$ cat src/rtl/motor_speed_sequencer.sv
// Motor speed sequencer: mode FSM that drains to zero on every mode change and
// ramps the drive value one step per prescaler tick toward a per-mode target.
module motor_speed_sequencer #(
  parameter int unsigned TICK_DIV  = 50000,
  parameter int unsigned RUN_TICKS = 1000
) (
  input  logic       clk,
  input  logic       rst,
  input  logic [1:0] rank,
  input  logic [2:0] level,
  input  logic       control,
  input  logic [7:0] data_in,
  input  logic       data_valid,
  output logic       data_ready,
  output logic [3:0] speed,
  output logic       send_en,
  output logic [2:0] mode,
  output logic       busy
);

  localparam int unsigned PW = (TICK_DIV > 1) ? $clog2(TICK_DIV) : 1;
  localparam int unsigned RW = $clog2(RUN_TICKS + 1);

  typedef enum logic [2:0] {
    ST_STOP   = 3'b000,
    ST_MANUAL = 3'b001,
    ST_SEMI   = 3'b010,
    ST_AUTO   = 3'b011,
    ST_DRAIN  = 3'b100
  } state_e;

  state_e          state_q, state_d;
  logic [PW-1:0]   pre_q, pre_d;
  logic [1:0]      rank_q, rank_d;
  logic            ctrl_meta_q, ctrl_meta_d;
  logic            ctrl_sync_q, ctrl_sync_d;
  logic            ctrl_prev_q, ctrl_prev_d;
  logic [RW-1:0]   run_cnt_q, run_cnt_d;
  logic [2:0]      auto_lvl_q, auto_lvl_d;
  logic [3:0]      speed_q, speed_d;

  logic            tick;
  logic            ctrl_rise;
  logic            accept;
  logic [3:0]      target;

  function automatic logic [3:0] level_to_speed(input logic [2:0] lvl);
    logic [3:0] s;
    case (lvl)
      3'd0:    s = 4'd0;
      3'd1:    s = 4'd1;
      3'd2:    s = 4'd5;
      3'd3:    s = 4'd7;
      3'd4:    s = 4'd9;
      3'd5:    s = 4'd13;
      default: s = 4'd15;
    endcase
    return s;
  endfunction

  function automatic logic [2:0] byte_to_lvl(input logic [7:0] b);
    logic [2:0] l;
    if (b == 8'd0)        l = 3'd0;
    else if (b < 8'd30)   l = 3'd1;
    else if (b < 8'd60)   l = 3'd2;
    else if (b < 8'd90)   l = 3'd3;
    else if (b < 8'd120)  l = 3'd4;
    else if (b < 8'd150)  l = 3'd5;
    else                  l = 3'd6;
    return l;
  endfunction

  assign tick       = (pre_q == PW'(TICK_DIV - 1));
  assign ctrl_rise  = ctrl_sync_q & ~ctrl_prev_q;
  assign data_ready = (state_q == ST_AUTO);
  assign send_en    = (state_q == ST_AUTO);
  assign accept     = data_valid & data_ready;
  assign speed      = speed_q;
  assign mode       = state_q;
  assign busy       = (speed_q != target);

  // Target follows the registered state only, so a mode change affects the ramp a cycle later.
  always_comb begin
    target = 4'd0;
    case (state_q)
      ST_MANUAL: target = (run_cnt_q != '0) ? 4'd15 : 4'd0;
      ST_SEMI:   target = level_to_speed(level);
      ST_AUTO:   target = level_to_speed(auto_lvl_q);
      default:   target = 4'd0;
    endcase
  end

  always_comb begin
    state_d     = state_q;
    pre_d       = tick ? '0 : pre_q + PW'(1);
    rank_d      = rank;
    ctrl_meta_d = control;
    ctrl_sync_d = ctrl_meta_q;
    ctrl_prev_d = ctrl_sync_q;
    run_cnt_d   = run_cnt_q;
    auto_lvl_d  = auto_lvl_q;
    speed_d     = speed_q;

    // Any rank mismatch drains first; drain exits to whatever rank is current at zero speed.
    case (state_q)
      ST_DRAIN: if (speed_q == 4'd0) state_d = state_e'({1'b0, rank_q});
      default:  if (rank_q != state_q[1:0]) state_d = ST_DRAIN;
    endcase

    if (state_q != ST_MANUAL || state_d != ST_MANUAL) run_cnt_d = '0;
    else if (ctrl_rise)                                run_cnt_d = RW'(RUN_TICKS);
    else if (tick && run_cnt_q != '0)                  run_cnt_d = run_cnt_q - RW'(1);

    if (state_d == ST_AUTO && state_q != ST_AUTO) auto_lvl_d = 3'd0;
    else if (accept)                              auto_lvl_d = byte_to_lvl(data_in);

    if (tick) begin
      if (speed_q < target)      speed_d = speed_q + 4'd1;
      else if (speed_q > target) speed_d = speed_q - 4'd1;
    end
  end

  always_ff @(posedge clk or negedge rst) begin
    if (!rst) begin
      state_q     <= ST_STOP;
      pre_q       <= '0;
      rank_q      <= 2'b00;
      ctrl_meta_q <= 1'b0;
      ctrl_sync_q <= 1'b0;
      ctrl_prev_q <= 1'b0;
      run_cnt_q   <= '0;
      auto_lvl_q  <= 3'd0;
      speed_q     <= 4'd0;
    end else begin
      state_q     <= state_d;
      pre_q       <= pre_d;
      rank_q      <= rank_d;
      ctrl_meta_q <= ctrl_meta_d;
      ctrl_sync_q <= ctrl_sync_d;
      ctrl_prev_q <= ctrl_prev_d;
      run_cnt_q   <= run_cnt_d;
      auto_lvl_q  <= auto_lvl_d;
      speed_q     <= speed_d;
    end
  end

endmodule

$ cat config.mk
export PLATFORM = sky130hd
export DESIGN_NAME = motor_speed_sequencer
export DESIGN_NICKNAME = d
export VERILOG_FILES = /design/src/rtl/motor_speed_sequencer.sv
export SDC_FILE = /design/constraint.sdc
export NUM_CORES = 1
export LEC_CHECK = 0
export ABC_AREA = 1
export CAP_MARGIN = 20
export CORE_MARGIN = 3
export CORE_UTILIZATION = 50
export DETAILED_ROUTE_END_ITERATION = 8
export HOLD_SLACK_MARGIN = 0.02
export MAX_ROUTING_LAYER = met4
export PLACE_DENSITY = 0.77
export SLEW_MARGIN = 25
export SYNTH_ARGS = -nofsm -noshare
export SYNTH_HDL_FRONTEND = slang
export SYNTH_SLANG_ARGS = --single-unit
$ cat constraint.sdc
create_clock -name clk -period 2.45 [get_ports clk]
set_input_delay 0.245 -clock clk [delete_from_list [all_inputs] [get_ports clk]]
set_output_delay 0.245 -clock clk [all_outputs]
set_load 0.02 [all_outputs]
==> results by group <==
Clock tree
  • Clk root buf: clkbuf_8
  • Worst-Skew Late Latency: about 0.30 ns
  • CTS tree: built
  • Number of CTS-inserted buffers: 5
  • Clk slew on worst S/H paths: 0.08 ns
  • CTS Buffer Depth: 2
  • Clk sinks: slightly above 40
  • H-Tree Depth: 2

STA
  • Slew headroom: between 70% and 80%
  • Clock skew: 0.01028 ns
  • Minimum clock period: 2.731 ns
  • RSZ-0062 raised after global routing: yes
  • Final setup vio count: 4
  • Final period utilization: 111.5%
  • Max frequency: 366.2 MHz
  • Worst-margin pin slew: about 0.44 ns
  • Worst Slack Setup Final: -0.2811 ns
  • Max-slew violations: 0
  • Fin. Hold Viols: 0

Hold path
  • Hold EP: ctrl_prev_d
  • Hold Crit Start: ctrl_meta_q
  • WHS Path Cells: 0
  • Hold Crit Class: flip-flop to flip-flop

Power and ir drop
  • P_sw: 294.5 uW
  • P_int: 916.0 uW
  • Seq pwr share: 56.4%
  • Worst VDD drop: roughly 0.00022 V
  • Clock power frac: 37.4%
  • Lkg Pwr: ~1.7 nW
  • Comb power frac: under 10%
  • PwrDens: roughly 360 nW/um^2
  • Sw Share: about a quarter

Yosys
  • Cell area after synthesis: roughly 2600 um^2
  • Mapped Avg Cell Area: 7.400 um^2
  • Synth area leader: dfrtp_1
  • Area contributors post-synth: dfrtp_1 (39%), nand2_1 (12%), inv_1 (7.4%), nand3_1 (6.0%), nor2_1 (4.9%)
  • Synth Flop Type: dfrtp_1
  • Top cell type's share of synthesized area: slightly below 40%
  • Count leader, synth: nand2_1
  • YS warnings: 0
  • Unique cell type count in the Yosys netlist: 36
  • Number of enable flip-flop cells after synthesis: 0
  • Ys async rst share: 100.0%
  • Sequential fraction of the synthesis area: 39.50%
  • Synth Net Count: 378
  • Yosys reg bits: 41
  • Commonest cells post-synth: nand2_1 (83), inv_1 (51), dfrtp_1 (41)
  • Synth Instances: ~350

Floorplanning
  • Initial Util: 53.23%
  • Core area: 4880 um^2
  • Die Ht: 78.08 um
  • Io pins: 27
  • Die X: a little under 80 um
  • Die Area: about 6100 um^2
  • Rows: 25

Place
  • Post-DP HPWL: about 4.3 mm
  • Port Buffers: 26
  • Final GP Congestion: roughly 0.87
  • DP Area: between 3000 and 4000 um^2
  • Worst slack at placement: -0.3244 ns

Global routing
  • Largest net degree at the start of global routing: 20
  • Vias in the first global route: roughly 2.4k
  • Gr usage total: approximately 22%
  • Overflow left after global routing: 0
  • Antenna violations before repair: 0
  • Global-route wire length before repair: roughly 10 mm

Worst setup path
  • Worst EP required: ~2.7 ns
  • Crit path DAT: approximately 3 ns
  • Setup crit start kind: flip-flop
  • CP endpoint kind: flip-flop
  • Critical path class: flip-flop to flip-flop
  • CP Max Fanout: 4
  • R2r setup slk: -0.28 ns
  • Reg-to-reg endpoint: speed[1]
  • Worst Reg2Reg Path Length in Cells: 17
  • Critical R2R Launch: run_cnt_q[0]

Outcome
  • Failing checks: setup timing
  • Outcome: finished with violations

Layout
  • Filler cells: between 300 and 400
  • Layout cell share with drive strength beyond 1: 21.58%
  • Register area: ~1000 um^2
  • Layout area overhead: 30.73%
  • Final-stage net count: ~440
  • Cell area after layout: 3396 um^2
  • Antenna diodes: 0
  • Area of the multi-input gates: about 1500 um^2

Route
  • Post-Route WL: 5.936 mm
  • Post-DR wirelength/cell: ~12 um
  • ANT nets after route: 0
  • First-pass iteration count of the detailed router: 5
  • # DRC: 0
  • Vias: ~2.5k
  • Vias per cell: approximately 5.2
  • DRT iter0 DRCs: 238

Job
  • Max Cap Viol: 0
cells by family after synthesis:
logic type | Yosys count | synth area share (%)
AND/OR/NAND/NOR | 187 | 33.09
buffers and inverters | 58 | 8.911
AO/OA/AOI/OAI | 44 | 9.682
flip-flops | 41 | 39.50
XOR/XNOR | 11 | 3.709
adder cells (fa/ha/maj) | 10 | 5.106
cell type report:
| cell class | instances | share of cell area, % |
|---|---|---|
| timing repair buffer | 63 | 15.70 |
| tap | 67 | 2.469 |
| clock buffer | 6 | 2.137 |
| inverter | 53 | 5.859 |
| sequential | 41 | 30.29 |
| clock inverter | 2 | 0.4422 |
| multi-input combinational | 252 | 43.11 |
worst max path at each step:
stage                             from        to  slack [ns]  cells past startpoint
after floorplan           run_cnt_q[0]  speed[3]       -0.07                     20
after global placement    run_cnt_q[0]  speed[3]       -0.17                     20
after detailed placement  run_cnt_q[0]  speed[3]       -0.32                     20
after CTS                 run_cnt_q[0]  speed[3]       -0.20                     20
after global routing      run_cnt_q[0]  speed[3]       -0.46                     21
final                     run_cnt_q[0]  speed[1]       -0.28                     17
metrics by stage:
step | hold slack (ns) | TNS (ns) | utilization (%) | cells | total power [mW]
detailed placement | 0.2167 | -0.9301 | 64.10 | 466 | 0.7712
CTS | 0.3547 | -0.5821 | 67.74 | 481 | 1.223
global placement | 0.2137 | -0.3892 | 64.10 | 466 | 0.7690
floorplan | -0.05059 | -0.06710 | - | 351 | 0.7196
finish | 0.3515 | -0.8080 | 69.59 | 484 | 1.210
global route | 0.3623 | -1.463 | 69.59 | 484 | 1.270
power groups by stage:
stage	combinational [mW]	clock [mW]	sequential [mW]
2_1_floorplan	0.0242	0	0.695
5_1_grt	0.0859	0.501	0.683
3_3_place_gp	0.0733	0	0.696
4_1_cts	0.0764	0.464	0.682
6_report	0.0753	0.453	0.682
3_5_place_dp	0.0753	0	0.696
state kept, by name, indices dropped and copies added (netlist names):
signal,flops
speed,4
run_cnt_q,10
pre_q,16
ctrl_prev_q,1
auto_lvl_q,3
rank_q,2
ctrl_meta_q,1
mode,3
ctrl_prev_d,1
routing by layer:
metal	global-route usage [%]	up-vias	wire, um
li1	-	1270	-
met4	9.441	0	146
met5	-	-	0
met3	4.243	16	336
met1	27.59	1161	2644
met2	34.25	73	2809
placed cells by master (no fill, tap or decap), drive strengths merged, types with 6 or more instances in the layout:
master and instances:
nor3 14, o21ai 18, nand2 86, clkdlybuf4s50 24, nand4 6, inv 53
dfrtp 41, nand3 33, ha 9, a21oi 17, buf 38, clkbuf 6
xor2 9, nor2 40
worst max-delay path: stages, from the launching register on:
cell and delay (ns):
dfrtp_1 0.41, inv_2 0.09, ha_4 0.13, inv_2 0.03, nor3_2 0.09, nand4_1 0.15
nand3_2 0.14, inv_2 0.05, nor2_2 0.10, ha_1 0.28, nand2_2 0.12, inv_2 0.05
nand2_4 0.07, nand2_4 0.07, buf_4 0.15, fa_2 0.56, inv_1 0.05, o21ai_1 0.11
timing repair:
item / 4_1_cts / 5_1_grt
pin swaps: 13 / 21
hold buffers: 1 / 0
hold endpoints to repair: 17 / 0
buffers inserted: 6 / 3
gates resized for setup: 17 / 18
setup endpoints to repair: 5 / 5
Note: power is estimated with default switching activity, not from simulation.
